$ cat src/rtl/if_id_skid.sv
`default_nettype none
// ============================================================================
// Module   : if_id_skid
// Brief    : IF->ID pipeline register with valid/ready handshake, flush and
//            optional two-entry skid buffer (enabled by IF_ID_SKID_EN).
// Revision : 1.0 - initial release
// ============================================================================
module if_id_skid #(
    parameter int PC_W   = 32,
    parameter int INST_W = 32
) (
    input  logic              clk,
    input  logic              rst,
    input  logic              flush,
    input  logic              in_valid,
    output logic              in_ready,
    input  logic [PC_W-1:0]   in_pc,
    input  logic [INST_W-1:0] in_inst,
    output logic              out_valid,
    input  logic              out_ready,
    output logic [PC_W-1:0]   out_pc,
    output logic [INST_W-1:0] out_inst,
    output logic [1:0]        level
);

    typedef enum logic [1:0] {
        S_EMPTY = 2'd0,
        S_ONE   = 2'd1,
        S_TWO   = 2'd2
    } state_t;

    state_t              r_state;
    state_t              w_state_nxt;
    logic                r_out_valid;
    logic [PC_W-1:0]     r_main_pc;
    logic [PC_W-1:0]     w_main_pc_nxt;
    logic [INST_W-1:0]   r_main_inst;
    logic [INST_W-1:0]   w_main_inst_nxt;
    logic                w_in_fire;
    logic                w_out_fire;

`ifdef IF_ID_SKID_EN
    logic [PC_W-1:0]     r_skid_pc;
    logic [PC_W-1:0]     w_skid_pc_nxt;
    logic [INST_W-1:0]   r_skid_inst;
    logic [INST_W-1:0]   w_skid_inst_nxt;
    logic                r_in_ready;

    assign in_ready = r_in_ready;
`else
    // Without the skid entry, accepting is only safe when main drains this cycle.
    assign in_ready = out_ready | ~r_out_valid;
`endif

    assign w_in_fire  = in_valid & in_ready;
    assign w_out_fire = r_out_valid & out_ready;

    always_comb begin
        w_state_nxt     = r_state;
        w_main_pc_nxt   = r_main_pc;
        w_main_inst_nxt = r_main_inst;
`ifdef IF_ID_SKID_EN
        w_skid_pc_nxt   = r_skid_pc;
        w_skid_inst_nxt = r_skid_inst;
`endif
        if (flush) begin
            w_state_nxt     = S_EMPTY;
            w_main_pc_nxt   = '0;
            w_main_inst_nxt = '0;
`ifdef IF_ID_SKID_EN
            w_skid_pc_nxt   = '0;
            w_skid_inst_nxt = '0;
`endif
        end else begin
            case (r_state)
                S_EMPTY: begin
                    if (w_in_fire) begin
                        w_state_nxt     = S_ONE;
                        w_main_pc_nxt   = in_pc;
                        w_main_inst_nxt = in_inst;
                    end
                end
                S_ONE: begin
                    if (w_in_fire && w_out_fire) begin
                        w_main_pc_nxt   = in_pc;
                        w_main_inst_nxt = in_inst;
`ifdef IF_ID_SKID_EN
                    end else if (w_in_fire) begin
                        w_state_nxt     = S_TWO;
                        w_skid_pc_nxt   = in_pc;
                        w_skid_inst_nxt = in_inst;
`endif
                    end else if (w_out_fire) begin
                        w_state_nxt     = S_EMPTY;
                        w_main_pc_nxt   = '0;
                        w_main_inst_nxt = '0;
                    end
                end
`ifdef IF_ID_SKID_EN
                S_TWO: begin
                    if (w_out_fire) begin
                        w_state_nxt     = S_ONE;
                        w_main_pc_nxt   = r_skid_pc;
                        w_main_inst_nxt = r_skid_inst;
                        w_skid_pc_nxt   = '0;
                        w_skid_inst_nxt = '0;
                    end
                end
`endif
                default: begin
                    w_state_nxt     = S_EMPTY;
                    w_main_pc_nxt   = '0;
                    w_main_inst_nxt = '0;
                end
            endcase
        end
    end

    always_ff @(posedge clk or posedge rst) begin
        if (rst) begin
            r_state     <= S_EMPTY;
            r_out_valid <= 1'b0;
            r_main_pc   <= '0;
            r_main_inst <= '0;
        end else begin
            r_state     <= w_state_nxt;
            r_out_valid <= (w_state_nxt != S_EMPTY);
            r_main_pc   <= w_main_pc_nxt;
            r_main_inst <= w_main_inst_nxt;
        end
    end

`ifdef IF_ID_SKID_EN
    always_ff @(posedge clk or posedge rst) begin
        if (rst) begin
            r_skid_pc   <= '0;
            r_skid_inst <= '0;
            r_in_ready  <= 1'b1;
        end else begin
            r_skid_pc   <= w_skid_pc_nxt;
            r_skid_inst <= w_skid_inst_nxt;
            r_in_ready  <= (w_state_nxt != S_TWO);
        end
    end
`endif

    assign out_valid = r_out_valid;
    assign out_pc    = r_main_pc;
    assign out_inst  = r_main_inst;
    assign level     = r_state;

endmodule
`default_nettype wire

$ cat config.mk
export PLATFORM = sky130hd
export DESIGN_NAME = if_id_skid
export DESIGN_NICKNAME = d
export VERILOG_FILES = /design/src/rtl/if_id_skid.sv
export SDC_FILE = /design/constraint.sdc
export NUM_CORES = 1
export LEC_CHECK = 0
export BUFFER_PORTS_ARGS = -buffer_cell sky130_fd_sc_hd__buf_4
export CORE_UTILIZATION = 25
export CTS_BUF_LIST = sky130_fd_sc_hd__clkbuf_8
export DETAILED_ROUTE_END_ITERATION = 16
export PLACE_DENSITY_LB_ADDON = 0.25
export SYNTH_ARGS = -nofsm -noshare
export SYNTH_HDL_FRONTEND = slang
export SYNTH_SLANG_ARGS = --single-unit
$ cat constraint.sdc
create_clock -name clk -period 3.05 [get_ports clk]
set_input_delay 0.61 -clock clk [delete_from_list [all_inputs] [get_ports clk]]
set_output_delay 0.61 -clock clk [all_outputs]
set_load 0.02 [all_outputs]
==> results of run 1 <==
-- sequential cells by signal, summed over array words and instances (netlist names) --
signal	cells
level	2
out_inst	32
out_pc	32
out_valid	1
-- per-layer routing --
layer / vias up / track usage (%) / routed length (µm)
met2: 78 / 18.79 / 2954
met5: - / 0 / 0
li1: 873 / - / -
met3: 8 / 3.967 / 431
met4: 0 / 6.264 / 71
met1: 941 / 14.55 / 2565
-- synth_stat cells --
master    count  share of area, %
o21ai_0       1              0.20
a22o_1       60                21
buf_2         7               1.4
a22o_2        4               1.6
nor2_1        3              0.45
nand2_1       1              0.15
buf_12        7               5.6
a21boi_4      1              0.75
o2111a_1      1              0.45
nand2b_2      1              0.35
inv_1         2              0.30
dfrtp_1      67                67
a21oi_1       1              0.20
mux2_4        1              0.60
conb_1        1              0.15
-- power breakdown --
group          switching, µW  internal [µW]
combinational            115            120
clock                    326            393
sequential              18.4            918
-- per-stage QoR --
step | setup slack (ns) | hold slack, ns | cell area, µm² | utilization (%) | total power (µW)
3_5_place_dp | 0.9733 | 0.4937 | 3556 | 36.55 | 1194
4_1_cts | 1.241 | 0.4234 | 3751 | 38.55 | 1937
6_report | 1.255 | 0.4002 | 3751 | 38.55 | 1891
3_3_place_gp | 1.002 | 0.4903 | 3556 | 36.55 | 1192
5_1_grt | 1.151 | 0.4617 | 3751 | 38.55 | 1990
2_1_floorplan | 0.7568 | 0.6255 | 2507 | - | 1073
-- cell families after synthesis --
kind of cell / count (synthesis) / share of synthesized area, %
buffers and inverters: 16 / 7.285
muxes: 1 / 0.5986
other: 1 / 0.1496
AOI/OAI and AO/OA: 68 / 24.15
and+or+nand+nor: 5 / 0.9480
DFF: 67 / 66.87
-- worst max path at each step --
stage / start / depth (start not counted) / to / slack [ns]
floorplan: rst / 1 / level[0] / 0.76
global placement: in_valid / 5 / out_pc[29] / 1.00
detailed placement: in_valid / 5 / out_pc[29] / 0.97
CTS: level[0] / 4 / out_pc[29] / 1.24
global route: level[0] / 4 / out_pc[17] / 1.15
finish: level[0] / 4 / out_pc[29] / 1.25
-- layout make-up --
class	count	share of cell area [%]
clock buffer	10	3.669
clock inverter	6	1.534
inverter	2	0.2001
multi-input combinational	75	17.31
sequential	67	44.70
tap	133	4.436
timing repair buffer	139	28.15
==> impl_metrics.yaml, run 1 <==
global_route:
  antenna_found_initial: 0
  grt_start_max_net_pins: 65
  grtUsageTotal_pct: 11.94
  grt-ovfl-total: 0
  grt_pass1_vias: 1892
  grt_pass1_wl_um: 9287
worst_setup_path:
  path_buf_inv: 1
  crit_chain: "mux2_4 > a21boi_4 > buf_4 > a22o_2"
  rr_worst_depth: 4
  rrSetupSlack_ns: 1.25
  critPathArrivalTime_ns: 2.06
  path_delay_family: "buffers and inverters"
  crit_type: "flop to flop"
  start_kind: "flop"
  cp_max_fo: 64
  r2r_end: "out_pc[29]"
  max_stage_delay_ns: 0.56
  required_ns: 3.32
  critPathCaptureType: "flop"
  crit_path_top_delay_cell: "buf_4"
  r2r-start: "level[0]"
sta:
  max-slew-margin-rel_pct: 51.21
  fin_crit_sh_pct: 58.85
  finalClockSkew_ns: 0.009420
  tightestPinTransition_ns: 0.7308
  fin_setup_tns_ns: 0
  post-route-min-period_ns: 1.795
  timing.fmax_mhz: 557.1
  finalHoldViolCount: 0
  finalSetupViolations: 0
  drv_slew: 0
  rsz0062_at_grt: "no"
clock_tree:
  cts_buffers: 9
  cts_resized: 0
  clk_pin_slew_ns: 0.08
  cts_buffer_depth: 2
  cts_hold_buf: 0
  post-cts-setup-buffers: 0
  cts_num_sinks: 67
  cts_tree: "done"
  cts_root_buffer: "clkbuf_8"
  h-tree-depth: 3
  clk_latency_ns: 0.33
layout:
  ff_latch_area_um2: 1677
  synthToLayoutAreaGrowth_pct: 49.60
  nets: 363
  insertedDiodeCount: 0
  fillers: 993
  mostFrequentLayoutCell: "buf_4"
  drive_gt1_share_pct: 54.18
  multi_input_area_um2: 649.4
  layout_common_cells: "138 x buf_4, 67 x dfrtp_1, 60 x a22o_1"
  fin_cells: 432
yosys:
  synthesis.nets: 227
  netlist_instances: 158
  avgSynthCellArea_um2: 15.87
  ys_seq_area_share_pct: 66.87
  ys_warn_count: 0
  ys_ff_latch: 67
  ys_types: 15
  synth_area_um2: 2507
hold_path:
  hold_class: "input pin to async pin"
die:
  die_area_um2: 10430
  die_height_um: 102.1
  io_pins: 137
  die-width_um: 102.1
  core_um2: 9729
  start_util_pct: 25.77
  rows: 36
placed_design:
  gp_congestion: 0.6456
  dpl.hpwl_um: 4015
  place_inst: 416
  io_buffers: 136
route:
  wl_per_cell_um: 13.94
  drt_iter0_drc: 60
  vias_per_cell: 4.398
  drt_pre_antenna_iters: 4
  num_vias: 1900
  totalWireLength_um: 6023
  remaining_drc_errors: 0
  ant_nets: 0
power_and_ir_drop:
  power_density_nw_per_um2: 504.0
  p_leak_uw: 0.001984
  irDropWorstVdd_mv: 0.1654
run_status:
  status: "finished clean"
flow_run:
  drv_cap: 0
Note: power is estimated with default switching activity, not from simulation.
==> run 2, diff against run 1 <==
==> constraint.sdc (replaced) <==
create_clock -name clk -period 1.45 [get_ports clk]
set_input_delay 0.29 -clock clk [delete_from_list [all_inputs] [get_ports clk]]
set_output_delay 0.29 -clock clk [all_outputs]
set_load 0.02 [all_outputs]
==> run 2 against run 1 <==
  * Critical path depth grew 1
  * Total power grew 110%
  * Final area grew 4.5%
  * Flip-flop and latch count is the same
  * Wire length grew 2.4%
  * Via count grew 0.53%
  * Sequential power grew 110%
  * Critical path type unchanged
  * Largest power group unchanged
==> impl_metrics.yaml, run 2 (synthesized netlist as in run 1, its figures left out) <==
die:
  start_util_pct: 25.77
  core_um2: 9729
  rows: 36
  die_height_um: 102.1
  die-width_um: 102.1
  io_pins: 137
  die_area_um2: 10430
sta:
  setup_ws_ns: 0.06136
  fin_setup_tns_ns: 0
  rsz0062_at_grt: "no"
  finalHoldViolCount: 0
  drv_slew: 0
  finalSetupViolations: 0
  post-route-min-period_ns: 1.389
  timing.fmax_mhz: 720.1
  fin_crit_sh_pct: 95.77
  finalClockSkew_ns: 0.006746
worst_setup_path:
  path_buf_inv: 2
  cp_max_fo: 23
  rrSetupSlack_ns: 0.06
  path_depth: 5
  max_stage_delay_ns: 0.40
  path_delay_family: "flip-flops"
  critPathArrivalTime_ns: 1.66
  rr_worst_depth: 5
  crit_type: "flop to flop"
  critPathCaptureType: "flop"
  cp_common_cell: "buf_12"
  crit_path_top_delay_cell: "dfrtp_1"
  required_ns: 1.72
  crit_chain: "mux2_4 > a21boi_4 > buf_12 > buf_12 > a22o_2"
  start_kind: "flop"
global_route:
  grt_start_max_net_pins: 38
  grt_util_met2_pct: 19.05
  grt_pass1_vias: 1869
  grt_util_met1_pct: 13.84
  grt-ovfl-total: 0
  antenna_found_initial: 0
  use_met3_pct: 4.446
  grt_busiest_layer: "met2"
  grtUsageTotal_pct: 11.79
  grt_pass1_wl_um: 9163
placed_design:
  placed_cell_area_um2: 3661
  pre_cts_slack_ns: 0.05498
  io_buffers: 136
  gp_congestion: 0.7167
  dpl.hpwl_um: 4224
layout:
  layout_common_cells: "137 x buf_4, 66 x dfrtp_1, 60 x a22o_1"
  drive_gt1_share_pct: 56.03
  nets: 371
  final_area_um2: 3921
  insertedDiodeCount: 0
  mostFrequentLayoutCell: "buf_4"
  synthToLayoutAreaGrowth_pct: 56.39
clock_tree:
  cts_num_sinks: 67
  clk_latency_ns: 0.33
  cts_root_buffer: "clkbuf_8"
  cts_buffers: 9
  cts_buffer_depth: 2
  h-tree-depth: 3
  clk_pin_slew_ns: 0.08
  cts_tree: "done"
route:
  drt_iter0_drc: 46
  vias_per_cell: 4.341
  num_vias: 1910
  remaining_drc_errors: 0
  totalWireLength_um: 6166
  drt_pre_antenna_iters: 4
  ant_nets: 0
  wl_per_cell_um: 14.01
hold_path:
  holdPathStages: 2
  hold_class: "input pin to flop"
run_status:
  status: "finished clean"
power_and_ir_drop:
  irDropWorstVdd_mv: 0.4938
  p_leak_uw: 0.002044
  power_density_nw_per_um2: 1036
flow_run:
  drv_cap: 0
## run 2: layer usage
metal  routed length, µm  up-vias  share of wire [%]
met1                2578      934                 42
met4                  58        0               0.94
met3                 458        6                7.4
li1                    -      890                  -
met5                   0        -                  0
met2                3070       80                 50
## run 2: through the flow
step | std cells | hold slack, ns | power [µW] | utilization [%]
after floorplan | 158 | 0.4225 | 2258 | -
after global placement | 421 | 0.3325 | 2541 | 37.63
after detailed placement | 421 | 0.3400 | 2547 | 37.63
after CTS | 438 | 0.1410 | 4141 | 39.80
after global routing | 440 | 0.1403 | 4269 | 40.30
final | 440 | 0.1702 | 4063 | 40.30
## run 2: power breakdown
part	total (µW)	internal, µW	switching, µW
Sequential	1970	1930	37.8
Combinational	548	292	256
Clock	1550	841	705
Total	4060	3060	999
## run 2: worst paths after layout
check                       startpoint            to
min in group asynchronous          rst   out_inst[7]
max in group asynchronous          rst     out_valid
max                           level[0]    out_pc[26]
min reg2reg                 out_pc[13]    out_pc[13]
max reg2reg                   level[0]    out_pc[26]
min                        in_inst[25]  out_inst[25]
## run 2: repair_timing
action                                  in CTS  in global routing
gates resized for setup                      0                  1
endpoints found under the setup margin       0                  4
hold buffers                                 1                  0
buffers inserted                             0                  1
hold endpoints to repair                    14                  0
## run 2: final cells by class
class	instances	area [µm²]
Fill cell	942	5808
Inverter	2	11.26
Clock inverter	6	63.81
Clock buffer	10	137.6
Multi-Input combinational cell	75	649.4
Timing Repair Buffer	147	1215
Sequential cell	67	1678
Tap cell	133	166.4
==> run 3, diff against run 2 <==
--- a/config.mk
+++ b/config.mk
@@ -10,6 +10,7 @@
 export CTS_BUF_LIST = sky130_fd_sc_hd__clkbuf_8
 export DETAILED_ROUTE_END_ITERATION = 16
 export PLACE_DENSITY_LB_ADDON = 0.25
+export RECOVER_POWER = 25
 export SYNTH_ARGS = -nofsm -noshare
 export SYNTH_HDL_FRONTEND = slang
 export SYNTH_SLANG_ARGS = --single-unit
==> run 3 against run 2 <==
  * Non-clock buffer count stayed put
  * Clock power about the same
  * Sequential power about the same
  * Sequential share of layout area up 0.068 points
  * Wire length about the same
  * Register-to-register slack hardly changed
  * Maximum frequency about the same
  * Clock skew is essentially flat
  * Flip-flop and latch count stayed put
  * Final cell count unchanged
  * Largest cell class unchanged
==> impl_metrics.yaml, run 3 (synthesized netlist as in run 1, its figures left out) <==
clock_tree:
  h-tree-depth: 3
  cts_root_buffer: "clkbuf_8"
  cts_tree: "done"
  clk_pin_slew_ns: 0.08
  cts_buffer_depth: 2
  clk_latency_ns: 0.33
  cts_buffers: 9
  cts_num_sinks: 67
sta:
  post-route-min-period_ns: 1.389
  rsz0062_at_grt: "no"
  max-slew-margin-rel_pct: 44.42
  tightestPinTransition_ns: 0.8291
  finalHoldViolCount: 0
  fin_setup_tns_ns: 0
  fin_crit_sh_pct: 95.77
  finalSetupViolations: 0
  hold_slack_ns: 0.1702
  drv_slew: 0
  finalClockSkew_ns: 0.006747
  setup_ws_ns: 0.06131
  timing.fmax_mhz: 720.1
worst_setup_path:
  start_kind: "flop"
  r2r-start: "level[0]"
  worstSetupStartpoint: "level[0]"
  cp-endpoint: "out_pc[26]"
  crit_type: "flop to flop"
  rrSetupSlack_ns: 0.06
  r2r_end: "out_pc[26]"
  critPathCaptureType: "flop"
  cp_max_fo: 23
  rr_worst_depth: 5
  critPathArrivalTime_ns: 1.66
  required_ns: 1.72
power_and_ir_drop:
  switching_share_pct: 24.59
  switching_power_uw: 998.4
  seqPwrFrac_pct: 48.5
  power_density_nw_per_um2: 1037
  irDropWorstVdd_mv: 0.4938
  p_leak_uw: 0.002041
  p_int_uw: 3062
  clkPwrFrac_pct: 38.1
  combPwrFrac_pct: 13.4
layout:
  synthToLayoutAreaGrowth_pct: 56.14
  fin_cells: 440
  layout_common_cells: "136 x buf_4, 66 x dfrtp_1, 60 x a22o_1"
  final_util_pct: 40.24
  ff_latch_area_um2: 1678
  multi_input_area_um2: 649.4
  nets: 371
  fillers: 945
  drive_gt1_share_pct: 55.70
  insertedDiodeCount: 0
  mostFrequentLayoutCell: "buf_4"
placed_design:
  place_inst: 421
  gp_congestion: 0.7167
  io_buffers: 136
  dpl.hpwl_um: 4224
  pre_cts_slack_ns: 0.05498
global_route:
  grt_start_max_net_pins: 38
  grt_pass1_vias: 1869
  grtUsageTotal_pct: 11.79
  antenna_found_initial: 0
  grt-ovfl-total: 0
  grt_pass1_wl_um: 9163
route:
  remaining_drc_errors: 0
  drt_iter0_drc: 46
  vias_per_cell: 4.341
  totalWireLength_um: 6165
  ant_nets: 0
  wl_per_cell_um: 14.01
  num_vias: 1910
  drt_pre_antenna_iters: 4
die:
  die-width_um: 102.1
  core_um2: 9729
  die_area_um2: 10430
  rows: 36
  io_pins: 137
  start_util_pct: 25.77
  die_height_um: 102.1
flow_run:
  drv_cap: 0
hold_path:
  hold_class: "input pin to flop"
run_status:
  status: "finished clean"
==> run 3: routing by layer <==
metal / global-route usage (%) / vias up / routed length, µm / part of all wire, %
met5: 0 / - / 0 / 0
met4: 5.604 / 0 / 58 / 0.94
met3: 4.446 / 6 / 458 / 7.4
met2: 19.05 / 80 / 3070 / 50
met1: 13.84 / 934 / 2577 / 42
li1: - / 890 / - / -
==> run 3: layout make-up <==
class	count	area share, %
Sequential cell	67	42.86
Clock inverter	6	1.630
Clock buffer	10	3.516
Timing Repair Buffer	147	30.94
Inverter	2	0.2237
Multi-Input combinational cell	75	16.59
Tap cell	133	4.251
==> run 3: power by group through the flow <==
| stage | sequential, µW | combinational, µW | clock, µW |
|---|---|---|---|
| global route | 1980 | 591 | 1700 |
| finish | 1970 | 546 | 1550 |
| floorplan | 2080 | 178 | 0 |
| global placement | 2010 | 536 | 0 |
| detailed placement | 2000 | 544 | 0 |
| CTS | 1970 | 546 | 1630 |
==> run 3: worst min-delay path by stage <==
| stage | start | endpoint | slack [ns] | cells after the start |
|---|---|---|---|---|
| global route | in_inst[28] | out_inst[28] | 0.14 | 2 |
| finish | in_inst[25] | out_inst[25] | 0.17 | 2 |
| detailed placement | rst | out_inst[5] | 0.34 | 2 |
| floorplan | in_inst[0] | out_inst[0] | 0.42 | 1 |
| global placement | rst | out_inst[2] | 0.33 | 2 |
| CTS | in_inst[25] | out_inst[25] | 0.14 | 2 |
==> run 3: worst max-delay path, stage by stage, from the launching register on <==
cell and delay [ns]:
dfrtp_1 0.40, mux2_4 0.32, a21boi_4 0.15, buf_12 0.14, buf_12 0.16, a22o_2 0.15
==> run 3: per-stage QoR <==
step           instance area [µm²]  power (µW)
6_report                      3915        4061
5_1_grt                       3915        4267
4_1_cts                       3872        4141
3_5_place_dp                  3661        2547
3_3_place_gp                  3661        2541
2_1_floorplan                 2512        2258
==> run 3: what timing repair did <==
item	4_1_cts	5_1_grt
hold buffers	1	0
setup endpoints to repair	0	4
endpoints found under the hold margin	14	0
setup buffers	0	1
gates resized for setup	0	1
